$ cat src/rtl/serial_shifter.sv
// serial_shifter: multi-cycle shifter/rotator that moves one bit position per clock.
//
// A start accepted in IDLE or DONE latches the operand, the operation and the count.
// The unit then shifts or rotates result by one position on every edge until the count
// is used up, and pulses done for one cycle. result and c hold their values until the
// next accepted start.
//
// Parameters
//   WIDTH        data/result width in bits
//   CNT_W        shift_count width; 2**CNT_W-1 must be less than WIDTH
//
// Ports
//   clk          sole clock, rising edge
//   rst_n        synchronous active-low reset
//   start        request strobe, ignored while busy
//   shift_count  number of bit positions to move
//   data         operand
//   operation    00 SLL, 01 SRL (SRA when SHIFT_ARITH_EN), 10 ROL, 11 ROR
//   result       registered operand/result
//   c            registered carry: last bit shifted out or wrapped
//   busy         high while an operation is in progress
//   done         one-cycle completion pulse
//
// Build option
//   SHIFT_ARITH_EN  when defined, operation 01 is an arithmetic right shift
//                   (old MSB replicated into the MSB); otherwise it is logical.

module serial_shifter #(
  parameter int unsigned WIDTH = 8,
  parameter int unsigned CNT_W = 3
) (
  input  logic             clk,
  input  logic             rst_n,
  input  logic             start,
  input  logic [CNT_W-1:0] shift_count,
  input  logic [WIDTH-1:0] data,
  input  logic [1:0]       operation,
  output logic [WIDTH-1:0] result,
  output logic             c,
  output logic             busy,
  output logic             done
);

  typedef enum logic [1:0] {
    StIdle,
    StBusy,
    StDone
  } state_e;

  state_e             state_q, state_d;
  logic [WIDTH-1:0]   result_q, result_d;
  logic               c_q, c_d;
  logic [1:0]         op_q, op_d;
  logic [CNT_W-1:0]   rem_q, rem_d;

  logic               accept;
  logic               last_step;
  logic [WIDTH-1:0]   step_val;
  logic               step_c;

  // Start is only honoured when no operation is in flight.
  assign accept = start && ((state_q == StIdle) || (state_q == StDone));

  // The edge that consumes the final position also completes; a zero count
  // still spends one cycle in BUSY.
  assign last_step = (rem_q == '0) || (rem_q == CNT_W'(1));

  // State register and datapath registers.
  always_ff @(posedge clk) begin
    if (!rst_n) begin
      state_q  <= StIdle;
      result_q <= '0;
      c_q      <= 1'b0;
      op_q     <= 2'b00;
      rem_q    <= '0;
    end else begin
      state_q  <= state_d;
      result_q <= result_d;
      c_q      <= c_d;
      op_q     <= op_d;
      rem_q    <= rem_d;
    end
  end

  // One-position move of the current result according to the latched operation.
  always_comb begin
    step_val = result_q;
    step_c   = 1'b0;
    unique case (op_q)
      2'b00: begin
        step_val = {result_q[WIDTH-2:0], 1'b0};
        step_c   = result_q[WIDTH-1];
      end
      2'b01: begin
`ifdef SHIFT_ARITH_EN
        step_val = {result_q[WIDTH-1], result_q[WIDTH-1:1]};
`else
        step_val = {1'b0, result_q[WIDTH-1:1]};
`endif
        step_c   = result_q[0];
      end
      2'b10: begin
        step_val = {result_q[WIDTH-2:0], result_q[WIDTH-1]};
        step_c   = result_q[WIDTH-1];
      end
      2'b11: begin
        step_val = {result_q[0], result_q[WIDTH-1:1]};
        step_c   = result_q[0];
      end
    endcase
  end

  // Next-state logic: FSM transitions plus datapath updates.
  always_comb begin
    state_d  = state_q;
    result_d = result_q;
    c_d      = c_q;
    op_d     = op_q;
    rem_d    = rem_q;

    unique case (state_q)
      StIdle: begin
        if (start) state_d = StBusy;
      end
      StBusy: begin
        if (last_step) state_d = StDone;
      end
      StDone: begin
        state_d = start ? StBusy : StIdle;
      end
      default: state_d = StIdle;
    endcase

    if (accept) begin
      result_d = data;
      c_d      = 1'b0;
      op_d     = operation;
      rem_d    = shift_count;
    end else if ((state_q == StBusy) && (rem_q != '0)) begin
      result_d = step_val;
      c_d      = step_c;
      rem_d    = rem_q - CNT_W'(1);
    end
  end

  // Outputs are decoded straight from registers.
  always_comb begin
    result = result_q;
    c      = c_q;
    busy   = (state_q == StBusy);
    done   = (state_q == StDone);
  end

endmodule

$ cat config.mk
export PLATFORM = sky130hd
export DESIGN_NAME = serial_shifter
export DESIGN_NICKNAME = d
export VERILOG_FILES = /design/src/rtl/serial_shifter.sv
export SDC_FILE = /design/constraint.sdc
export NUM_CORES = 1
export LEC_CHECK = 0
export BUFFER_PORTS_ARGS = -buffer_cell sky130_fd_sc_hd__buf_2
export CAP_MARGIN = 20
export CORE_MARGIN = 1.5
export CORE_UTILIZATION = 55
export CTS_BUF_LIST = sky130_fd_sc_hd__clkbuf_2
export DETAILED_ROUTE_END_ITERATION = 8
export MAX_ROUTING_LAYER = met4
export PLACE_DENSITY_LB_ADDON = 0.15
export SLEW_MARGIN = 20
export SYNTH_ARGS = -nofsm -noshare
export SYNTH_HDL_FRONTEND = slang
export SYNTH_SLANG_ARGS = --single-unit
export TNS_END_PERCENT = 20
$ cat constraint.sdc
create_clock -name clk -period 2.1 [get_ports clk]
set_input_delay 0.105 -clock clk [delete_from_list [all_inputs] [get_ports clk]]
set_output_delay 0.105 -clock clk [all_outputs]
set_load 0.02 [all_outputs]
Yosys cells after proc, flatten, opt, wreduce, memory -nomap -nowiden --
Index checks and enable logic that the tools add are counted.
Storage, ports and cells: flip-flop bits (word level) 16, bits in latches 0, RAM bits 0, ROM bits 0, bits of input ports 16, output and inout port bits 11, logic and storage cells 38, memories kept 0
Operators by class: add/sub/neg operators 1, $mul 0, divide/modulo/power cells 0, order comparisons 0, eq/ne operators 8, shifts and indexed selects 0, muxes and demuxes 10, bitwise logic cells 1, reductions and logical operators 13
Operators by type and width (number):
- 8-bit one-hot mux with 4 select lines | 1
- 8-bit two-way mux | 2
- 2-bit equality test, second input constant | 3
- 3-bit two-way mux | 2
- 2-bit one-hot mux with 3 select lines | 1
- 2-bit OR reduction | 3
- 2-bit by 1-bit equality test with 1-bit output, second input constant | 2
- 2-bit zero test | 2
- 2-bit two-way mux | 2
- 3-bit by 1-bit equality test with 1-bit output, second input constant | 1
- 3-bit zero test | 1
- 3-bit nonzero test | 1
- 3-bit by 1-bit subtractor with 3-bit output, second input constant | 1
- 1-bit logical AND | 2
- 1-bit logical OR | 2
- 2-bit by 1-bit inequality test with 1-bit output, second input constant | 1
- 2-bit inequality test, second input constant | 1
- 1-bit one-hot mux with 2 select lines | 1
- 2-bit AND reduction | 1
- 2-bit nonzero test | 1
- 1-bit two-way mux | 1
- 1-bit inverter | 1

Longest topological paths before layout --
depth after elaboration 4, gate-level depth with buffers 6, depth with buffers taken out 5

Worst setup path before layout --
No wires, ideal clock.
path kind reg-to-reg, start point register rem_q[0], end point register result_q[1], in the netlist result[1], library setup time 0.130 ns, arrival 1.225 ns, data required time 1.970 ns, slack 0.745 ns, stages on the path, launching flop included 6, period minus slack after synthesis 1.355 ns, cells stage by stage dfxtp_1 inv_1 ha_1 nor2b_2 a2111oi_0 o31ai_1
On the way: longest elaborated chain between the ends 3
Ends and longest elaborated chain:
- start: declaration | RTL line 54 | logic [CNT_W-1:0] rem_q, rem_d;
- start signal: assignment | RTL line 81 | rem_q <= rem_d;
- 3-bit nonzero test | RTL line 139 | end else if ((state_q == StBusy) && (rem_q != '0)) begin
- 1-bit logical AND | RTL line 139
- 2-bit nonzero test (no source line)
- end signal: assignment | RTL line 78 | result_q <= result_d;
- end: declaration | RTL line 51 | logic [WIDTH-1:0] result_q, result_d;
Every way passes these cells. A chain may end at the register's enable or synchronous reset.

Worst setup path after layout --
start point register rem_q[0], end point register result_q[2], in the netlist result[2]
Same word-level chain as after synthesis.

==> metrics.txt <==
outcome=finished, final reports clean; Die Span Y=44.1 um; Worst EP required=2270 ps; initial antenna violation count=0; post-cts resize count=0; Cell Area, Synth=927 sq um; Final Hold Vio Count=0; DRT antenna net count=0; Iteration-0 DRC Markers=17; Reg clk slew, reported paths=150 ps; syn nets=123; min-delay worst type=input port to register; Worst Hold Path EP=result[6]$_SDFFE_PN0P_; cts bufs inserted=3; hold_sp=data[6]; Yosys warning count=0; clock latency on the worst-skew pair=280 ps; die area=1940 sq um; gr usage total=0.239; placed wire-length estimate=1450 um; r2r setup slk=570 ps; Sum Neg Setup Slack=0 ps; Avg Cell Area, Syn=8.91 sq um; Final Slew Violations=0; Core ar.=1540 sq um; startpoint types=register; PwrDens=687 nW/um^2; unrepaired setup endpoints after global routing=false; busiest grt layer=met2; Worst R2R End=result[2]$_SDFFE_PN0P_; met2 Use GR=0.385; CTS root buf=clkbuf_2; H-tree depth=1; largest area contributor in the netlist=dfxtp_1; P&R area growth vs syn=11.3%; Yosys reg bits=16; asr flop ratio synth=0; crit end category=register; PortBufs=26; FMAX=654 MHz; total number of clock tree sinks=16; EDFF count, synth=0; number of global-route vias before repair=770; Pleak=0.000446 uW; DR DRC count=0; synthesized instance count=104; non-filler cells, final=142; drt wl/cell=14.4 um; Clock Path Buffers=2; I/O Pins=27; DR pass1 iterations=4; Area contributors post-synth=dfxtp_1, and2b_1, o31ai_1; final wirelength=2050 um; Setup Buffers After CTS=0; GRT overflow=0; diode count=0; final setup fails=0; register area share after synthesis=0.345; final RePlAce weighted congestion=0.861; synth unique cells=33; Worst Slack Setup Final=572 ps; Fin Hold WS=27.0 ps; Final period util=0.728; share of cells above drive strength 1=0.270; slew of the pin with the lowest slew margin=523 ps; placed cells=139; clock skew=8.74 ps; R2R Path Start=rem_q[0]$_SDFFE_PN0P_; Crit Path Max Fanout=8; routed vias=879; cell count of the worst reg-to-reg path=5; hold-fix buffers at CTS=0; pre-CTS WS=597 ps; largest net degree at the start of global routing=19; CTS tree=done; NumNets Final=147; met3 GRT Util=0.0490; via/cell ratio=6.19; num rows=14; Slew HR=0.651; die width=44.1 um; max cap viols=0; hold depth=3; minimum clock period after layout=1530 ps; initial cell density of the core=0.601; Max VDD drop=0.478 mV; dominant synthesized flop cell=dfxtp_1; kind of critical path=register to register; Total Power=709 uW; first-pass GRT wire length=3440 um; WP data arrival=1700 ps; GRT met1 Usage=0.310; Synth top area share=0.345
==> metal layers <==
layer / share of wire / vias to the layer above
met1: 0.48 / 405
met4: 0.0044 / 0
met2: 0.46 / 29
met5: 0 / -
li1: - / 443
met3: 0.061 / 2
==> logic make-up after synthesis <==
group,count (synthesis),synth area share
buffers and inverters,11,0.0864
and+or+nand+nor,36,0.240
DFF,16,0.345
muxes,2,0.0216
adders and majority gates,3,0.0405
AOI/OAI and AO/OA,36,0.266
==> synthesized netlist by cell type (2+ instances only) <==
cell       number
a21oi_1        10
dfxtp_1        16
a2111oi_0       6
buf_2           3
nand2_1         5
a311oi_1        4
mux2i_1         2
o21ai_0         4
a31oi_1         2
inv_1           3
nand3_1         9
buf_6           2
ha_1            3
and2b_1         8
nand2b_1        2
o31ai_1         7
a211oi_1        2
==> worst max-delay path by stage <==
stage                                     start                endpoint  slack [ps]  depth (start not counted)
final                     rem_q[0]$_SDFFE_PN0P_  result[2]$_SDFFE_PN0P_         570                          5
after detailed placement  rem_q[0]$_SDFFE_PN0P_  result[1]$_SDFFE_PN0P_         600                          5
after floorplan           rem_q[0]$_SDFFE_PN0P_  result[1]$_SDFFE_PN0P_         750                          5
after CTS                 rem_q[0]$_SDFFE_PN0P_  result[2]$_SDFFE_PN0P_         590                          5
after global placement    rem_q[0]$_SDFFE_PN0P_  result[6]$_SDFFE_PN0P_         640                          5
after global routing      rem_q[0]$_SDFFE_PN0P_  result[6]$_SDFFE_PN0P_         410                          5
==> where the power goes <==
group | leakage, uW | internal [uW] | switching (uW) | total (uW)
registers | 0.000132 | 332 | 30.9 | 363
logic | 0.000302 | 82.3 | 131 | 214
clock network | 0.0000125 | 39.0 | 93.6 | 133
==> worst max-delay path, stage by stage (launching register included) <==
cell	delay (ps)
dfxtp_1	380
inv_1	80
ha_1	230
nor2b_2	200
a2111oi_0	420
o31ai_1	100
==> area by class of cell <==
cell class / count / area, sq um
Inverter: 4 / 20.0
Fill cell: 156 / 509
Sequential cell: 16 / 320
Multi-Input combinational cell: 77 / 527
Clock buffer: 3 / 15.0
Timing Repair Buffer: 26 / 130
Tap cell: 16 / 20.0
==> cells in the final DEF (no fill, tap or decap), types with 2 or more instances in the layout <==
| cell | netlist | routed |
|---|---|---|
| buf_2 | 3 | 26 |
| dfxtp_1 | 16 | 16 |
| a21oi_1 | 10 | 10 |
| nand3_1 | 9 | 9 |
| and2b_1 | 8 | 8 |
| o31ai_1 | 7 | 7 |
| a2111oi_0 | 6 | 6 |
| nand2_1 | 5 | 5 |
| o21ai_0 | 4 | 4 |
| a311oi_1 | 4 | 4 |
| inv_1 | 3 | 3 |
| ha_1 | 3 | 3 |
| clkbuf_2 | 0 | 3 |
| nand2b_1 | 2 | 2 |
| a31oi_1 | 2 | 2 |
| a211oi_1 | 2 | 2 |
| mux2i_1 | 2 | 2 |
==> sequential cells by signal (all words and copies together), names as in the netlist <==
signal and cells:
result 8, rem_q 3, op_q 2, state_q 2, c 1
==> per-stage QoR <==
stage	utilization	cell area, sq um
after global routing	0.670	1030
final	0.670	1030
after detailed placement	0.660	1020
after floorplan	-	927
after CTS	0.670	1030
after global placement	0.660	1020
Note: power is estimated with default switching activity, not from simulation.
